File: src/rtl/rf_write_arbiter.sv
// Shares the register file's single write port between ALU writeback and load
// return, with round-robin arbitration and a per-register load scoreboard.
module rf_write_arbiter #(
  parameter int W  = 8,
  parameter int D  = 4,
  parameter int CW = 8
) (
  input  logic          clk,
  input  logic          reset,
  // ALU writeback requester
  input  logic          alu_valid,
  input  logic [D-1:0]  alu_waddr,
  input  logic [W-1:0]  alu_data,
  output logic          alu_ready,
  // Load-return requester
  input  logic          ld_valid,
  input  logic [D-1:0]  ld_waddr,
  input  logic [W-1:0]  ld_data,
  output logic          ld_ready,
  // Load issue and operand hazard lookup
  input  logic          issue_ld,
  input  logic [D-1:0]  issue_ld_addr,
  input  logic [D-1:0]  raddrA,
  input  logic [D-1:0]  raddrB,
  output logic          hazardA,
  output logic          hazardB,
  // Registered write command toward the register file
  output logic          rf_write_en,
  output logic [D-1:0]  rf_waddr,
  output logic [W-1:0]  rf_data_in,
  output logic          rf_src,
  // Status
  output logic          busy_any,
  output logic [CW-1:0] contention_cnt
);

  localparam int NREG = 2**D;
  // The top register reads as zero, so writes to it are swallowed.
  localparam logic [D-1:0]  ZERO_REG = '1;
  localparam logic [CW-1:0] CNT_MAX  = '1;

  typedef enum logic {
    SRC_ALU = 1'b0,
    SRC_LD  = 1'b1
  } src_e;

  logic [NREG-1:0] busy_q, busy_d;
  src_e            last_grant_q, last_grant_d;
  logic            rf_write_en_q, rf_write_en_d;
  logic [D-1:0]    rf_waddr_q, rf_waddr_d;
  logic [W-1:0]    rf_data_q, rf_data_d;
  src_e            rf_src_q, rf_src_d;
  logic [CW-1:0]   cnt_q, cnt_d;

  logic alu_elig, ld_elig;
  logic grant_alu, grant_ld;
  logic stall;

  // Grant: a lone eligible requester wins; on a tie the one not served last wins.
  always_comb begin
    // NOTE: every output of a combinational block gets a default first, so no
    // path leaves it unassigned and no latch is inferred.
    grant_alu = 1'b0;
    grant_ld  = 1'b0;
    alu_elig  = alu_valid & ~busy_q[alu_waddr];
    ld_elig   = ld_valid;
    if (!reset) begin
      if (alu_elig && (!ld_elig || last_grant_q == SRC_LD)) begin
        grant_alu = 1'b1;
      end else if (ld_elig) begin
        grant_ld = 1'b1;
      end
    end
  end

  assign alu_ready = grant_alu;
  assign ld_ready  = grant_ld;

  // Scoreboard: the set is applied after the clear so a same-cycle set wins.
  always_comb begin
    busy_d = busy_q;
    if (grant_ld) begin
      busy_d[ld_waddr] = 1'b0;
    end
    if (issue_ld && issue_ld_addr != ZERO_REG) begin
      busy_d[issue_ld_addr] = 1'b1;
    end
  end

  // Write command: address, data and source hold when nothing is granted.
  always_comb begin
    rf_write_en_d = 1'b0;
    rf_waddr_d    = rf_waddr_q;
    rf_data_d     = rf_data_q;
    rf_src_d      = rf_src_q;
    last_grant_d  = last_grant_q;
    if (grant_alu) begin
      rf_write_en_d = (alu_waddr != ZERO_REG);
      rf_waddr_d    = alu_waddr;
      rf_data_d     = alu_data;
      rf_src_d      = SRC_ALU;
      last_grant_d  = SRC_ALU;
    end else if (grant_ld) begin
      rf_write_en_d = (ld_waddr != ZERO_REG);
      rf_waddr_d    = ld_waddr;
      rf_data_d     = ld_data;
      rf_src_d      = SRC_LD;
      last_grant_d  = SRC_LD;
    end
  end

  // Contention: any valid requester left waiting this cycle.
  always_comb begin
    stall = (alu_valid & ~grant_alu) | (ld_valid & ~grant_ld);
    cnt_d = cnt_q;
    if (stall && cnt_q != CNT_MAX) begin
      cnt_d = cnt_q + 1'b1;
    end
  end

  always_ff @(posedge clk) begin
    // NOTE: sequential state uses non-blocking assignments so every flop
    // samples its pre-edge value regardless of statement order.
    if (reset) begin
      // NOTE: the scoreboard is a small flop vector, not RAM, so clearing it
      // in reset is cheap and required to drop in-flight load tracking.
      busy_q        <= '0;
      last_grant_q  <= SRC_LD;
      rf_write_en_q <= 1'b0;
      rf_waddr_q    <= '0;
      rf_data_q     <= '0;
      rf_src_q      <= SRC_ALU;
      cnt_q         <= '0;
    end else begin
      busy_q        <= busy_d;
      last_grant_q  <= last_grant_d;
      rf_write_en_q <= rf_write_en_d;
      rf_waddr_q    <= rf_waddr_d;
      rf_data_q     <= rf_data_d;
      rf_src_q      <= rf_src_d;
      cnt_q         <= cnt_d;
    end
  end

  assign hazardA        = busy_q[raddrA];
  assign hazardB        = busy_q[raddrB];
  assign rf_write_en    = rf_write_en_q;
  assign rf_waddr       = rf_waddr_q;
  assign rf_data_in     = rf_data_q;
  assign rf_src         = rf_src_q;
  assign busy_any       = |busy_q;
  assign contention_cnt = cnt_q;

  grant_onehot: assert property (@(posedge clk) disable iff (reset)
    !(grant_alu && grant_ld));

endmodule
File: config.mk
export PLATFORM = sky130hd
export DESIGN_NAME = rf_write_arbiter
export DESIGN_NICKNAME = d
export VERILOG_FILES = /design/src/rtl/rf_write_arbiter.sv
export SDC_FILE = /design/constraint.sdc
export NUM_CORES = 1
export LEC_CHECK = 0
export ABC_AREA = 1
export CAP_MARGIN = 25
export CORE_UTILIZATION = 35
export DETAILED_ROUTE_END_ITERATION = 8
export HOLD_SLACK_MARGIN = 0.06
export MAX_ROUTING_LAYER = met4
export PLACE_DENSITY = 0.64
export SLEW_MARGIN = 20
export SYNTH_ARGS = -nofsm -noshare
export SYNTH_HDL_FRONTEND = slang
export SYNTH_SLANG_ARGS = --single-unit
File: constraint.sdc
create_clock -name clk -period 3.13 [get_ports clk]
set_input_delay 0.626 -clock clk [delete_from_list [all_inputs] [get_ports clk]]
set_output_delay 0.626 -clock clk [all_outputs]
set_load 0.05 [all_outputs]
=== Word-level counts from Yosys, hierarchy flattened ===
Index checks and enable logic that the tools add are counted.

* Flip-flop bits (word level): 39
* Bits of input ports: 41
* Logic and storage cells: 64
* Output and inout bits: 27

* Eq/ne operators: 4
* Bitwise gates (word level): 10
* Mux-type cells: 25
* Add/sub/neg operators: 1
* $lt $le $gt $ge: 7
* Reductions and logical operators: 10

{| class="wikitable"
|+ Operators with widths
! cell !! count
|-
| $mux 16 || 2
|-
| $lt 4x5->1 const B || 5
|-
| $and 16x16->16 || 1
|-
| $mux 8 || 2
|-
| $not 16->16 || 1
|-
| $or 16x16->16 || 1
|-
| $reduce_or 16->1 || 1
|-
| $mux 1 || 14
|-
| $bmux 1 s4 || 3
|-
| $ne 4x4->1 const B || 3
|-
| $add 8x1->8 const B || 1
|-
| $demux 1 s4 || 2
|-
| $ge 4x1->1 const B || 2
|-
| $mux 4 || 2
|-
| $ne 8x8->1 const B || 1
|-
| $logic_and 1x1->1 || 5
|-
| $and 1x1->1 || 3
|-
| $not 1->1 || 3
|-
| $reduce_bool 2->1 || 1
|-
| $reduce_or 2->1 || 1
|-
| $logic_not 1->1 || 1
|-
| $logic_or 1x1->1 || 1
|-
| $or 1x1->1 || 1
|}

=== Depth between registers and ports, before layout ===
Gate-level depths: netlist of run 1.

* Depth after elaboration: 11
* Mapped depth: 15
* Depth with buffers taken out: 14

=== Worst setup path before layout of run 1 ===
Ideal clock, no wire load.

* Path kind: input port to output port
* From: input port raddrA[0]
* To: output port hazardA
* Path slack: 222 ps
* Cell stages on the path: 5
* Arrival time: 2,282 ps
* Data required time: 2,504 ps
* Path through: clkbuf_1 o21ai_0 a21oi_1 nor2_1 o31ai_1

* Cells in the longest elaborated chain, start to end: 2

{| class="wikitable"
|+ RTL lines
! element !! line !! text
|-
| start: declaration || 23 || <nowiki>input logic [D-1:0] raddrA,</nowiki>
|-
| $bmux 1 s4 || 145 || <nowiki>assign hazardA = busy_q[raddrA];</nowiki>
|-
| $mux 1 (not written as such) || 145 ||
|-
| end: declaration || 25 || <nowiki>output logic hazardA,</nowiki>
|}

Every way passes these cells. The select of a mux whose other input is x is not followed.

=== Worst setup path in the final report of run 1 ===
Ends and elaborated chain as after synthesis.

==> results.sh, run 1 <==
export IMPL_outcome="complete, no violations"
export IMPL_cp_num_buf_inv=2
export IMPL_cts_setup_buffers=0
export IMPL_cts_buffer_depth=2
export IMPL_path_delay_family="buffers and inverters"
export IMPL_crit_fanout=16
export IMPL_routedWlPerCell_um=12.4
export IMPL_firstDrtPassIters=4
export IMPL_root_buffer="clkbuf_8"
export IMPL_drv_slew=0
export IMPL_holdWs_ps=461
export IMPL_final_instance_count_excl_fill=528
export IMPL_syn_area_um2=2340
export IMPL_tritoncts="built"
export IMPL_fill_cells=673
export IMPL_slowest_delay_ps=740
export IMPL_die_width_um=83.7
export IMPL_synth_nets=425
export IMPL_clk_latency_ps=300
export IMPL_viasPerCell=5.00
export IMPL_wl_um=6530
export IMPL_overflow=0
export IMPL_dp_slack_ps=243
export IMPL_final_layout_size_suffix_gt1_share_pct=4.88
export IMPL_final_common_cell="nand2_1"
export IMPL_cp_data_arrival_time_ps=2290
export IMPL_holdBufCountCts=0
export IMPL_slowest_stage="clkdlybuf4s50_1"
export IMPL_crit_type="in2out"
export IMPL_antenna_cells=0
export IMPL_portBuffers=67
export IMPL_ys_types=27
export IMPL_grt_pass1_wl_um=11300
export IMPL_antenna_found_initial=0
export IMPL_ir_drop_mv=0.237
export IMPL_grt_pass1_vias=2442
export IMPL_cts_resized=0
export IMPL_yosysSeqAreaShare_pct=33.4
export IMPL_crit_chain="clkdlybuf4s50_1 > o21ai_0 > a21oi_1 > nor2_1 > o31ai_1 > buf_12"
export IMPL_place_gp_congestion=0.907
export IMPL_finalSetupTns_ps=0
export IMPL_start_kind="input pin"
export IMPL_nNetsFinal=492
export IMPL_ant_nets=0
export IMPL_rows=29
export IMPL_die_area_um2=7000
export IMPL_h_tree_depth=2
export IMPL_core_area_um2=6390
export IMPL_dp_cells=520
export IMPL_ys_ff_latch=39
export IMPL_design_area_um2=3240
export IMPL_syn_avg_cell_area_um2=6.10
export IMPL_hpwl_um=4930
export IMPL_worst_setup_path_end_kind="output pin"
export IMPL_maxSlewHeadroom_pct=64.2
export IMPL_initial_utilization_pct=36.6
export IMPL_power_total_mw=1.41
export IMPL_leakagePower_nw=1.35
export IMPL_fmax_mhz=343
export IMPL_place_area_um2=3100
export IMPL_skew_ps=11.1
export IMPL_final_cell_mix="121 x nand2_1, 63 x clkdlybuf4s50_1, 48 x a21oi_1"
export IMPL_rsz0062_at_grt="no"
export IMPL_worst_pin_slew_ps=535
export IMPL_fin_crit_sh_pct=93.0
export IMPL_setup_viol=0
export IMPL_hold_class="reg2reg"
export IMPL_fin_ws_ps=218
export IMPL_path_clk_slew_ps=70
export IMPL_drt_first_iter_violations=113
export IMPL_io_pins=68
export IMPL_grt_max_degree=33
export IMPL_numCtsBuffers=5
export IMPL_die_y_um=83.7
export IMPL_drcViolationCount=0
export IMPL_multi_input_area_um2=1330
export IMPL_p_per_area_nw_per_um2=435
export IMPL_seqCellArea_um2=781
export IMPL_required_ps=2500
export IMPL_maxCapViolations=0
export IMPL_clock_sinks=39
export IMPL_fin_crit_ps=2910
export IMPL_yosys_warnings=0
export IMPL_hold_viol=0
export IMPL_grtUsageTotal_pct=20.1
export IMPL_areaGrowthSynthToFinish_pct=38.6
export IMPL_vias=2641
export IMPL_synthCells=383
export IMPL_post_route_util_pct=50.7
[Yosys cell counts]
cell type / n / area [um^2]
xor2_1: 4 / 35.0
buf_2: 3 / 15.0
a21oi_1: 48 / 240
nor2_2: 1 / 6.26
xnor2_1: 1 / 8.76
nand3_1: 21 / 105
o21ai_0: 34 / 170
o31ai_1: 1 / 7.51
dfxtp_1: 39 / 781
ha_1: 1 / 12.5
buf_6: 1 / 11.3
o221ai_1: 2 / 17.5
o22ai_1: 1 / 6.26
clkbuf_1: 5 / 18.8
nand3_2: 2 / 20.0
o211ai_1: 4 / 30.0
nor3_1: 7 / 35.0
nand4_1: 2 / 12.5
buf_4: 3 / 22.5
nand2_1: 121 / 454
nor4_1: 4 / 25.0
nand2_2: 2 / 12.5
inv_1: 41 / 154
a21boi_0: 1 / 7.51
buf_1: 1 / 3.75
clkinv_1: 1 / 3.75
nor2_1: 32 / 120
[state kept, by name (all words and copies together) (netlist names)]
| name | cells |
|---|---|
| busy_q | 16 |
| contention_cnt | 8 |
| last_grant_q | 1 |
| rf_data_in | 8 |
| rf_src | 1 |
| rf_waddr | 4 |
| rf_write_en | 1 |
[area by class of cell]
| type | count | share of cell area (%) |
|---|---|---|
| tap | 77 | 2.98 |
| sequential | 39 | 24.1 |
| clock inverter | 2 | 1.86 |
| multi-input combinational | 289 | 41.0 |
| timing repair buffer | 73 | 23.0 |
| clock buffer | 6 | 2.24 |
| inverter | 42 | 4.87 |
[worst paths after layout]
path                     from     endpoint  slack, ps  cells after the start
hold reg to reg   rf_waddr[2]  rf_waddr[2]        460                      2
setup / recovery    raddrA[0]      hazardA        220                      6
setup reg to reg   busy_q[11]  rf_waddr[0]       1180                     14
hold / removal    rf_waddr[2]  rf_waddr[2]        460                      2
[per-layer routing]
| metal | share of wire [%] | track usage, % | wire length (um) | vias to the layer above |
|---|---|---|---|---|
| met5 | 0 | - | 0 | - |
| met4 | 1.6 | 6.01 | 107 | 0 |
| met3 | 4.6 | 3.36 | 302 | 9 |
| met2 | 45 | 31.3 | 2950 | 67 |
| met1 | 49 | 26.8 | 3170 | 1184 |
| li1 | - | - | - | 1381 |
[report_power, final]
| group | internal, mW | total, mW | switching [mW] |
|---|---|---|---|
| Sequential | 0.519 | 0.535 | 0.0166 |
| Combinational | 0.146 | 0.368 | 0.222 |
| Clock | 0.319 | 0.504 | 0.185 |
[logic make-up after synthesis]
logic type                 count (synthesis)  share of synthesized area (%)
AOI/OAI and AO/OA                         91                           20.5
xor gates and xnor gates                   5                           1.87
DFF                                       39                           33.4
buffers and inverters                     55                           9.80
adders and majority gates                  1                          0.536
and+or+nand+nor                          192                           33.9
[worst reg2reg max path: cells and delay by family (launching register included)]
| family | cells | cell delay (ps) |
|---|---|---|
| buf+inv | 3 | 610 |
| simple gates | 10 | 800 |
| flops | 1 | 340 |
| compound gates | 1 | 150 |
Power figures use the tool's default switching activity.
==> run 2: changes to the inputs <==
CORE_MARGIN = 2   (was default)
CTS_CLUSTER_DIAMETER = 80   (was default)
SETUP_SLACK_MARGIN = 0.15   (was default)
==> results.sh, run 2 (same netlist as run 1, synthesis figures left out) <==
export IMPL_h_tree_depth=2
export IMPL_wl_um=6530
export IMPL_antenna_cells=0
export IMPL_cts_buffer_depth=2
export IMPL_cts_setup_buffers=0
export IMPL_worst_setup_path_end_kind="output pin"
export IMPL_clk_latency_ps=290
export IMPL_rows=29
export IMPL_cp_data_arrival_time_ps=2300
export IMPL_drv_slew=0
export IMPL_core_area_um2=6390
export IMPL_clock_sinks=39
export IMPL_hpwl_um=5020
export IMPL_holdBufCountCts=0
export IMPL_vias=2634
export IMPL_final_cell_mix="121 x nand2_1, 61 x clkdlybuf4s50_1, 48 x a21oi_1"
export IMPL_slowest_stage="clkdlybuf4s50_1"
export IMPL_overflow=0
export IMPL_die_width_um=85.7
export IMPL_hold_viol=0
export IMPL_die_area_um2=7340
export IMPL_finalSetupTns_ps=0
export IMPL_root_buffer="clkbuf_8"
export IMPL_numCtsBuffers=5
export IMPL_fin_crit_ps=2920
export IMPL_crit_type="in2out"
export IMPL_timing_critical_path_mode_cell="nand2_1"
export IMPL_start_kind="input pin"
export IMPL_p_per_area_nw_per_um2=387
export IMPL_grtUsageTotal_pct=18.2
export IMPL_drt_first_iter_violations=144
export IMPL_skew_ps=11.9
export IMPL_initial_utilization_pct=36.6
export IMPL_tritoncts="built"
export IMPL_nNetsFinal=492
export IMPL_outcome="complete, no violations"
export IMPL_worst_pin_slew_ps=544
export IMPL_place_gp_congestion=0.863
export IMPL_viasPerCell=4.99
export IMPL_cts_resized=0
export IMPL_grt_max_degree=33
export IMPL_required_ps=2500
export IMPL_crit_fanout=8
export IMPL_portBuffers=67
export IMPL_place_area_um2=3100
export IMPL_dp_slack_ps=211
export IMPL_io_pins=68
export IMPL_rsz0062_at_grt="yes"
export IMPL_drcViolationCount=0
export IMPL_die_y_um=85.7
export IMPL_crit_chain="clkdlybuf4s50_1 > buf_4 > nand2_1 > nand3_1 > nand2_1 > nand2_1 > nand2_1 > nor2_2 > nand2_2 > nand3_2 > inv_1 > buf_12"
export IMPL_setup_viol=0
export IMPL_final_common_cell="nand2_1"
export IMPL_firstDrtPassIters=4
export IMPL_ir_drop_mv=0.235
export IMPL_fin_crit_sh_pct=93.4
export IMPL_grt_pass1_wl_um=10700
export IMPL_fmax_mhz=342
export IMPL_regMostFlops="busy_q"
export IMPL_slowest_delay_ps=610
export IMPL_routedWlPerCell_um=12.4
export IMPL_final_layout_size_suffix_gt1_share_pct=5.10
export IMPL_power_total_mw=1.24
export IMPL_path_clk_slew_ps=80
export IMPL_largest_register_ffs=16
export IMPL_areaGrowthSynthToFinish_pct=36.7
export IMPL_antenna_found_initial=0
export IMPL_grt_pass1_vias=2397
export IMPL_ant_nets=0
export IMPL_hold_class="reg2reg"
export IMPL_design_area_um2=3190
export IMPL_leakagePower_nw=1.34
export IMPL_fin_ws_ps=208
export IMPL_maxSlewHeadroom_pct=63.5
export IMPL_maxCapViolations=0
[run 2: worst max-delay path: cells and delay by family]
kind,cells,cell delay [ps]
buffers and inverters,4,1070
and+or+nand+nor,8,600
[run 2: through the flow]
stage	hold WS, ps	std cells	utilization [%]
final	469	528	50.0
after global routing	486	528	50.0
after CTS	472	528	49.9
after detailed placement	458	520	48.6
after global placement	451	520	48.6
after floorplan	462	383	-
[run 2: worst paths after layout]
| kind | from | endpoint | slack (ps) | cells after the start |
|---|---|---|---|---|
| hold / removal | rf_waddr[0] | rf_waddr[0] | 470 | 2 |
| setup / recovery | alu_waddr[0] | ld_ready | 210 | 12 |
| setup reg to reg | busy_q[11] | rf_data_in[0] | 1190 | 14 |
| hold reg to reg | rf_waddr[0] | rf_waddr[0] | 470 | 2 |
[run 2: metal layers]
layer | share of wire (%) | GRT usage (%) | vias up
li1 | - | - | 1376
met1 | 49 | 24.7 | 1195
met2 | 46 | 28.7 | 59
met3 | 3.9 | 2.31 | 4
met4 | 1.0 | 4.91 | 0
met5 | 0 | - | -
[run 2: layout make-up]
| class | count | area (um^2) |
|---|---|---|
| clock buffer | 6 | 72.6 |
| clock inverter | 2 | 12.5 |
| fill | 654 | 3190 |
| inverter | 42 | 158 |
| multi-input combinational | 289 | 1330 |
| sequential | 39 | 781 |
| tap | 77 | 96.3 |
| timing repair buffer | 73 | 748 |
[run 2: power by group]
group	internal [mW]	switching, mW
sequential	0.519	0.0177
combinational	0.146	0.222
clock	0.156	0.175
total	0.820	0.415
==> run 3: changes to the inputs <==
SKIP_LAST_GASP = 1   (was default)
==> results of run 3 <==
Same layout as run 2: the final DEF is identical, and so are final timing and power.
